`config.mk`:
```
export PLATFORM = sky130hd
export DESIGN_NAME = adc_uart_frame_sched_flat
export DESIGN_NICKNAME = d
export VERILOG_FILES = /design/src/rtl/adc_uart_frame_sched_if.sv /design/src/rtl/adc_uart_frame_sched.sv /design/src/flat_wrapper.sv
export SDC_FILE = /design/constraint.sdc
export NUM_CORES = 1
export LEC_CHECK = 0
export CORE_MARGIN = 3
export CORE_UTILIZATION = 58
export CTS_CLUSTER_SIZE = 25
export DETAILED_ROUTE_END_ITERATION = 10
export PLACE_DENSITY = 0.87
export SKIP_CTS_REPAIR_TIMING = 1
export SYNTH_ARGS = -nofsm -noshare
export SYNTH_HDL_FRONTEND = slang
export SYNTH_SLANG_ARGS = --single-unit
export TNS_END_PERCENT = 1
```
`constraint.sdc`:
```
create_clock -name sys_clk -period 4.7 [get_ports sys_clk]
set_clock_uncertainty 0.05 [all_clocks]
set_input_delay 0.47 -clock sys_clk [delete_from_list [all_inputs] [get_ports sys_clk]]
set_output_delay 0.47 -clock sys_clk [all_outputs]
set_load 0.02 [all_outputs]
```
`src/rtl/adc_uart_frame_sched_if.sv`:
```
`default_nettype none
// ============================================================================
//  Module      : adc_uart_frame_sched_if
//  Description : Bundle of the scheduler's streaming signals: the sample FIFO
//                read side, the valid/ready byte link to the UART transmitter,
//                and the enable/status lines.
//                  master : the frame scheduler
//                  slave  : the environment (FIFO, UART, control)
//  Signals     : en          streaming enable
//                fifo_empty  sample FIFO empty flag
//                fifo_rd_en  FIFO read strobe
//                fifo_dout   FIFO data, valid the cycle after fifo_rd_en
//                tx_data     byte to the UART transmitter
//                tx_valid    tx_data valid
//                tx_ready    UART accepts the byte
//                busy        scheduler not idle
//                frame_done  one-cycle pulse per completed frame
//                frame_cnt   completed-frame counter
//  Revision    : 1.0  initial release
// ============================================================================
interface adc_uart_frame_sched_if;
    logic        en;
    logic        fifo_empty;
    logic        fifo_rd_en;
    logic [15:0] fifo_dout;
    logic [7:0]  tx_data;
    logic        tx_valid;
    logic        tx_ready;
    logic        busy;
    logic        frame_done;
    logic [15:0] frame_cnt;

    modport master (
        input  en, fifo_empty, fifo_dout, tx_ready,
        output fifo_rd_en, tx_data, tx_valid, busy, frame_done, frame_cnt
    );

    modport slave (
        output en, fifo_empty, fifo_dout, tx_ready,
        input  fifo_rd_en, tx_data, tx_valid, busy, frame_done, frame_cnt
    );
endinterface
`default_nettype wire

```
`src/rtl/adc_uart_frame_sched.sv`:
```
`default_nettype none
// ============================================================================
//  Module      : adc_uart_frame_sched
//  Description : Pops 16-bit ADC samples from a non-FWFT FIFO (1-cycle read
//                latency), splits each into two bytes MSB first and hands them
//                to the UART over a valid/ready byte link. Samples are grouped
//                into frames of WORDS_PER_FRAME words, optionally preceded by a
//                header byte and followed by GAP_CYCLES idle cycles.
//  Ports       : sys_clk  system clock, rising edge
//                rst      asynchronous active-low reset
//                bus      adc_uart_frame_sched_if.master (FIFO, TX, status)
//  Revision    : 1.0  initial release
// ============================================================================
module adc_uart_frame_sched #(
    parameter int unsigned HDR_EN          = 1,
    parameter logic [7:0]  HDR_BYTE        = 8'hA5,
    parameter int unsigned WORDS_PER_FRAME = 8,
    parameter int unsigned GAP_CYCLES      = 4
) (
    input  wire logic               sys_clk,
    input  wire logic               rst,
    adc_uart_frame_sched_if.master  bus
);

    typedef enum logic [2:0] {
        S_IDLE    = 3'd0,
        S_HDR     = 3'd1,
        S_RD      = 3'd2,
        S_LAT     = 3'd3,
        S_SEND_HI = 3'd4,
        S_SEND_LO = 3'd5,
        S_GAP     = 3'd6
    } state_t;

    localparam logic [15:0] c_LAST_IDX = 16'(WORDS_PER_FRAME - 1);
    localparam logic [7:0]  c_GAP_LAST = (GAP_CYCLES == 0) ? 8'd0 : 8'(GAP_CYCLES - 1);
    localparam bit          c_HDR_ON   = (HDR_EN != 0);
    localparam bit          c_GAP_ON   = (GAP_CYCLES != 0);

    state_t      r_state;
    state_t      w_state_nxt;
    logic [15:0] r_word;
    logic [15:0] r_widx;
    logic [15:0] r_frame_cnt;
    logic [7:0]  r_gap;
    logic [7:0]  r_tx_data;
    logic [7:0]  w_tx_data_nxt;
    logic        r_tx_valid;
    logic        w_tx_valid_nxt;
    logic        r_frame_done;
    logic        w_frame_end;
    logic        w_rd_en;

    // Last byte of the frame accepted by the UART this cycle
    assign w_frame_end = (r_state == S_SEND_LO) && bus.tx_ready && (r_widx == c_LAST_IDX);

    always_comb begin
        w_state_nxt    = r_state;
        w_rd_en        = 1'b0;
        w_tx_valid_nxt = 1'b0;
        w_tx_data_nxt  = 8'h00;

        case (r_state)
            S_IDLE: begin
                if (bus.en && !bus.fifo_empty)
                    w_state_nxt = c_HDR_ON ? S_HDR : S_RD;
            end
            S_HDR: begin
                if (bus.tx_ready)
                    w_state_nxt = S_RD;
            end
            S_RD: begin
                // An empty FIFO mid-frame stalls here; the frame is never aborted
                if (!bus.fifo_empty) begin
                    w_rd_en     = 1'b1;
                    w_state_nxt = S_LAT;
                end
            end
            S_LAT: begin
                w_state_nxt = S_SEND_HI;
            end
            S_SEND_HI: begin
                if (bus.tx_ready)
                    w_state_nxt = S_SEND_LO;
            end
            S_SEND_LO: begin
                if (bus.tx_ready) begin
                    if (r_widx == c_LAST_IDX)
                        w_state_nxt = c_GAP_ON ? S_GAP : S_IDLE;
                    else
                        w_state_nxt = S_RD;
                end
            end
            S_GAP: begin
                if (r_gap == c_GAP_LAST)
                    w_state_nxt = S_IDLE;
            end
            default: begin
                w_state_nxt = S_IDLE;
            end
        endcase

        // The TX register is loaded from the next state so tx_valid/tx_data
        // come straight from flops; a stalled state reloads the same byte.
        // Entering SEND_HI from LAT takes the high byte straight off the FIFO
        // bus because the word register is being written on the same edge.
        case (w_state_nxt)
            S_HDR: begin
                w_tx_valid_nxt = 1'b1;
                w_tx_data_nxt  = HDR_BYTE;
            end
            S_SEND_HI: begin
                w_tx_valid_nxt = 1'b1;
                w_tx_data_nxt  = (r_state == S_LAT) ? bus.fifo_dout[15:8] : r_word[15:8];
            end
            S_SEND_LO: begin
                w_tx_valid_nxt = 1'b1;
                w_tx_data_nxt  = r_word[7:0];
            end
            default: begin
                w_tx_valid_nxt = 1'b0;
                w_tx_data_nxt  = 8'h00;
            end
        endcase
    end

    always_ff @(posedge sys_clk or negedge rst) begin
        if (!rst) begin
            r_state      <= S_IDLE;
            r_tx_valid   <= 1'b0;
            r_tx_data    <= 8'h00;
            r_word       <= 16'h0000;
            r_widx       <= 16'h0000;
            r_gap        <= 8'h00;
            r_frame_done <= 1'b0;
        end else begin
            r_state      <= w_state_nxt;
            r_tx_valid   <= w_tx_valid_nxt;
            r_tx_data    <= w_tx_data_nxt;
            r_frame_done <= w_frame_end;

            if (r_state == S_LAT)
                r_word <= bus.fifo_dout;

            if (r_state == S_IDLE)
                r_widx <= 16'h0000;
            else if ((r_state == S_SEND_LO) && bus.tx_ready && (r_widx != c_LAST_IDX))
                r_widx <= r_widx + 16'd1;

            if (r_state == S_GAP)
                r_gap <= r_gap + 8'd1;
            else
                r_gap <= 8'h00;
        end
    end

    // Completed-frame counter, free-running 16-bit wrap
    always_ff @(posedge sys_clk or negedge rst) begin
        if (!rst)
            r_frame_cnt <= 16'h0000;
        else if (w_frame_end)
            r_frame_cnt <= r_frame_cnt + 16'd1;
    end

    assign bus.fifo_rd_en = w_rd_en;
    assign bus.tx_valid   = r_tx_valid;
    assign bus.tx_data    = r_tx_data;
    assign bus.busy       = (r_state != S_IDLE);
    assign bus.frame_done = r_frame_done;
    assign bus.frame_cnt  = r_frame_cnt;

endmodule
`default_nettype wire
```
`src/flat_wrapper.sv`:
```
// flat-port wrapper written by rule: the top's interface ports become plain ports
module adc_uart_frame_sched_flat 
#(
    parameter int unsigned HDR_EN          = 1,
    parameter logic [7:0]  HDR_BYTE        = 8'hA5,
    parameter int unsigned WORDS_PER_FRAME = 8,
    parameter int unsigned GAP_CYCLES      = 4
)
  (sys_clk, rst, bus_en, bus_fifo_empty, bus_fifo_dout, bus_tx_ready, bus_fifo_rd_en, bus_tx_data, bus_tx_valid, bus_busy, bus_frame_done, bus_frame_cnt);
  adc_uart_frame_sched_if bus_i ();
  input  wire logic sys_clk;
  input  wire logic rst;
  input wire logic [$bits(bus_i.en)-1:0] bus_en;
  input wire logic [$bits(bus_i.fifo_empty)-1:0] bus_fifo_empty;
  input wire logic [$bits(bus_i.fifo_dout)-1:0] bus_fifo_dout;
  input wire logic [$bits(bus_i.tx_ready)-1:0] bus_tx_ready;
  output wire logic [$bits(bus_i.fifo_rd_en)-1:0] bus_fifo_rd_en;
  output wire logic [$bits(bus_i.tx_data)-1:0] bus_tx_data;
  output wire logic [$bits(bus_i.tx_valid)-1:0] bus_tx_valid;
  output wire logic [$bits(bus_i.busy)-1:0] bus_busy;
  output wire logic [$bits(bus_i.frame_done)-1:0] bus_frame_done;
  output wire logic [$bits(bus_i.frame_cnt)-1:0] bus_frame_cnt;
  assign bus_i.en = bus_en;
  assign bus_i.fifo_empty = bus_fifo_empty;
  assign bus_i.fifo_dout = bus_fifo_dout;
  assign bus_i.tx_ready = bus_tx_ready;
  assign bus_fifo_rd_en = bus_i.fifo_rd_en;
  assign bus_tx_data = bus_i.tx_data;
  assign bus_tx_valid = bus_i.tx_valid;
  assign bus_busy = bus_i.busy;
  assign bus_frame_done = bus_i.frame_done;
  assign bus_frame_cnt = bus_i.frame_cnt;
  adc_uart_frame_sched #(.HDR_EN(HDR_EN), .HDR_BYTE(HDR_BYTE), .WORDS_PER_FRAME(WORDS_PER_FRAME), .GAP_CYCLES(GAP_CYCLES)) u_core (.sys_clk(sys_clk), .rst(rst), .bus(bus_i));
endmodule
```
==> summary.md <==
| Metric | Value |
|---|---|
| Outcome | finished clean |
| DR vias | 2,289 |
| Initial DRC Count | 123 |
| Clock latency on the worst-skew pair | 350 ps |
| Max-slew headroom | 59.5% |
| Post-synth EDFFs | 0 |
| RSZ-0062 raised after global routing | no |
| Crit Path Max Fanout | 15 |
| Net count, final | 362 |
| Yosys warns | 0 |
| DPL Wire Length | 4220 µm |
| P per Cell Area | 456 nW/µm² |
| CP Data Required Time | 4180 ps |
| Global-route congestion overflow total | 0 |
| VDD IR max | 0.000433 V |
| CTS tree | yes |
| Layout Area Growth over Synthesis | 22.4% |
| Worst path depth | 5 |
| FFs w/ async S/R, synth | 100% |
| Mapped Area | 3200 µm² |
| Post-Synth Simple-Gate Area | 23.1% |
| Kind of critical path | reg2out |
| Source of the critical timing path | u_core.r_state[0] |
| Sequential power share | 44.8% |
| RePlAce Congestion | 0.800 |
| Crit path capture type | output port |
| Non-Filler Instances | 413 |
| Post-synth top area share | 53.9% |
| Post-synth top cells | dfrtp_1 (69), nor2_1 (34), nand2_1 (26), xnor2_1 (26), mux2_2 (16) |
| Mux cell area share after synthesis | 6.88% |
| CTS max path bufs | 2 |
| Largest family of logic cells by synthesized area | simple AND/OR/NAND/NOR gates |
| Row Count | 26 |
| Die Y | 80.3 µm |
| Synth Register Bits | 69 |
| Net count after synthesis | 309 |
| N_diodes | 0 |
| Vias in the first global route | 2,270 |
| Antenna-violating nets left | 0 |
| Starting density of the core | 61.1% |
| Worst Path Buf+Inv | 3 |
| Adder-Cell Fraction of Synth Area | 1.17% |
| Worst EP arrival | 2150 ps |
| Routed length per instance | 14.8 µm |
| Crit start category | flip-flop |
| Final Util | 74.8% |
| Clock power frac | 24.8% |
| Clock-pin slew on the worst setup and hold paths | 70 ps |
| Net Switching | 583 µW |
| Period utilisation layout | 56.7% |
| R2R depth | 5 |
| Top-count cell post-synth | dfrtp_1 |
| Pint | 1200 µW |
| Post-Syn Area per Cell | 11.2 µm² |
| Fin crit period | 2670 ps |
| Post-route setup TNS | 0 ps |
| Total track usage | 21.2% |
| H-tree Lvls | 3 |
| Worst path slowest cell | clkdlybuf4s50_1 |
| Via density per instance | 5.54 |
| # IOs | 49 |
| Max_cap viols | 0 |
| Ys flop type | dfrtp_1 |
| Pre-antenna DRT Iters | 4 |
| Worst R2R End | u_core.bus.tx_data[7] |
| Die width | 80.3 µm |
| Delay-heaviest family, CP | buffers and inverters |
| Sequential fraction of the synthesis area | 53.9% |
| Global-route wire length before repair | 10,400 µm |
| Unique masters post-synth | 49 |
| CTS sink count | 69 |
| Final Hold Fails | 0 |
| IO buf count | 48 |
| Gate power share | 30.4% |
| Synth Area in Compound Gates | 3.32% |
| Reg2reg start | u_core.r_widx[3] |
| TritonCTS Buffers | 9 |
| Core outline area | 5240 µm² |
| Reg2reg setup slack | 2320 ps |
| Routed Wire Length | 6110 µm |
| F_max | 0.375 GHz |
| Min-Delay Path Class | in2async |
| Share of cells above drive strength 1 | 14.0% |
| Xor/xnor share of the synthesized area | 9.30% |
| Final slew viol count | 0 |
| Clk root buf | clkbuf_8 |
| Synth area leader | dfrtp_1 |
| Die ar. | 6450 µm² |
| Final setup viols | 0 |
| Residual DRC | 0 |
| Top post-synthesis cells by area | dfrtp_1 (54%), xnor2_1 (7.1%), mux2_2 (5.6%) |
| Post-Syn Instances | 285 |
| Worst-Margin Slew | 607 ps |
| Placed insts | 397 |
| Switching portion of total power | 32.6% |
| LEAKAGE | 0.00171 µW |
| Critical Path, Cell by Cell | or2_2, nor2_1, buf_4, inv_1, clkdlybuf4s50_1 |
| Initial antenna violation count | 0 |
| Largest net degree at the start of global routing | 50 |
| CP Capture Point | bus_busy |
| Critical Path Max Stage Delay | 540 ps |
==> flip-flops by register name (all words and copies together), names as in the netlist <==
name,count
u_core.bus.frame_cnt,16
u_core.r_gap,8
u_core.bus.tx_data,8
u_core.r_state,3
u_core.r_widx,16
u_core.bus.tx_valid,1
u_core.bus.frame_done,1
u_core.r_word,16
==> worst min path at each step <==
stage          from                      end  slack (ps)  depth (start not counted)
6_report        rst  u_core.bus.frame_cnt[6]           8                          1
5_1_grt         rst  u_core.bus.frame_cnt[6]          30                          1
4_1_cts         rst  u_core.bus.frame_cnt[6]          10                          1
3_5_place_dp    rst  u_core.bus.frame_cnt[6]         390                          1
3_3_place_gp    rst  u_core.bus.frame_cnt[6]         380                          1
2_1_floorplan   rst  u_core.bus.frame_cnt[0]         120                          0
==> area by class of cell <==
cell class | instances | area (µm²)
tap | 70 | 87.6
multi-input combinational | 201 | 1400
sequential | 69 | 1730
clock inverter | 5 | 35.0
clock buffer | 11 | 151
timing repair buffer | 50 | 490
inverter | 7 | 26.3
fill | 356 | 1320
==> power by group through the flow <==
stage	registers, µW	clock network, µW	logic, µW
floorplan	810	0	360
global placement	804	0	521
detailed placement	809	0	538
CTS	800	450	548
global route	819	477	600
finish	801	443	543
==> metal layers <==
layer | wire, µm | global-route usage [%]
met5 | 0 | 0
met2 | 2920 | 34.8
met4 | 199 | 11.8
met1 | 2740 | 26.4
met3 | 253 | 3.92
==> cells in the final DEF, fill, tap and decap left out, types with 4 or more instances in the layout <==
| master | n |
|---|---|
| or3_1 | 4 |
| xor2_1 | 8 |
| nand4_1 | 8 |
| clkinvlp_4 | 4 |
| inv_1 | 7 |
| clkbuf_8 | 11 |
| mux2_2 | 16 |
| a221oi_1 | 4 |
| nand2_1 | 26 |
| nor2_1 | 34 |
| nand3_1 | 11 |
| nor3_1 | 7 |
| and3_1 | 6 |
| mux2i_1 | 4 |
| dfrtp_1 | 69 |
| clkdlybuf4s50_1 | 47 |
| nand2b_1 | 4 |
| or3b_1 | 4 |
| xnor2_1 | 26 |
==> stage by stage <==
stage	worst slack, ps	cell area [µm²]	hold WS, ps	power [µW]
2_1_floorplan	2720	3200	124	1170
3_3_place_gp	2220	3730	384	1330
3_5_place_dp	2100	3730	389	1350
4_1_cts	2030	3920	12.1	1800
5_1_grt	1940	3920	30.9	1900
6_report	2030	3920	7.85	1790
==> kinds of logic after synthesis <==
kind of cell	count (synthesis)
and+or+nand+nor	130
DFF	69
xor gates and xnor gates	34
muxes	20
buffers and inverters	15
AOI/OAI and AO/OA	14
adders and majority gates	3
Note: power is estimated with default switching activity, not from simulation.
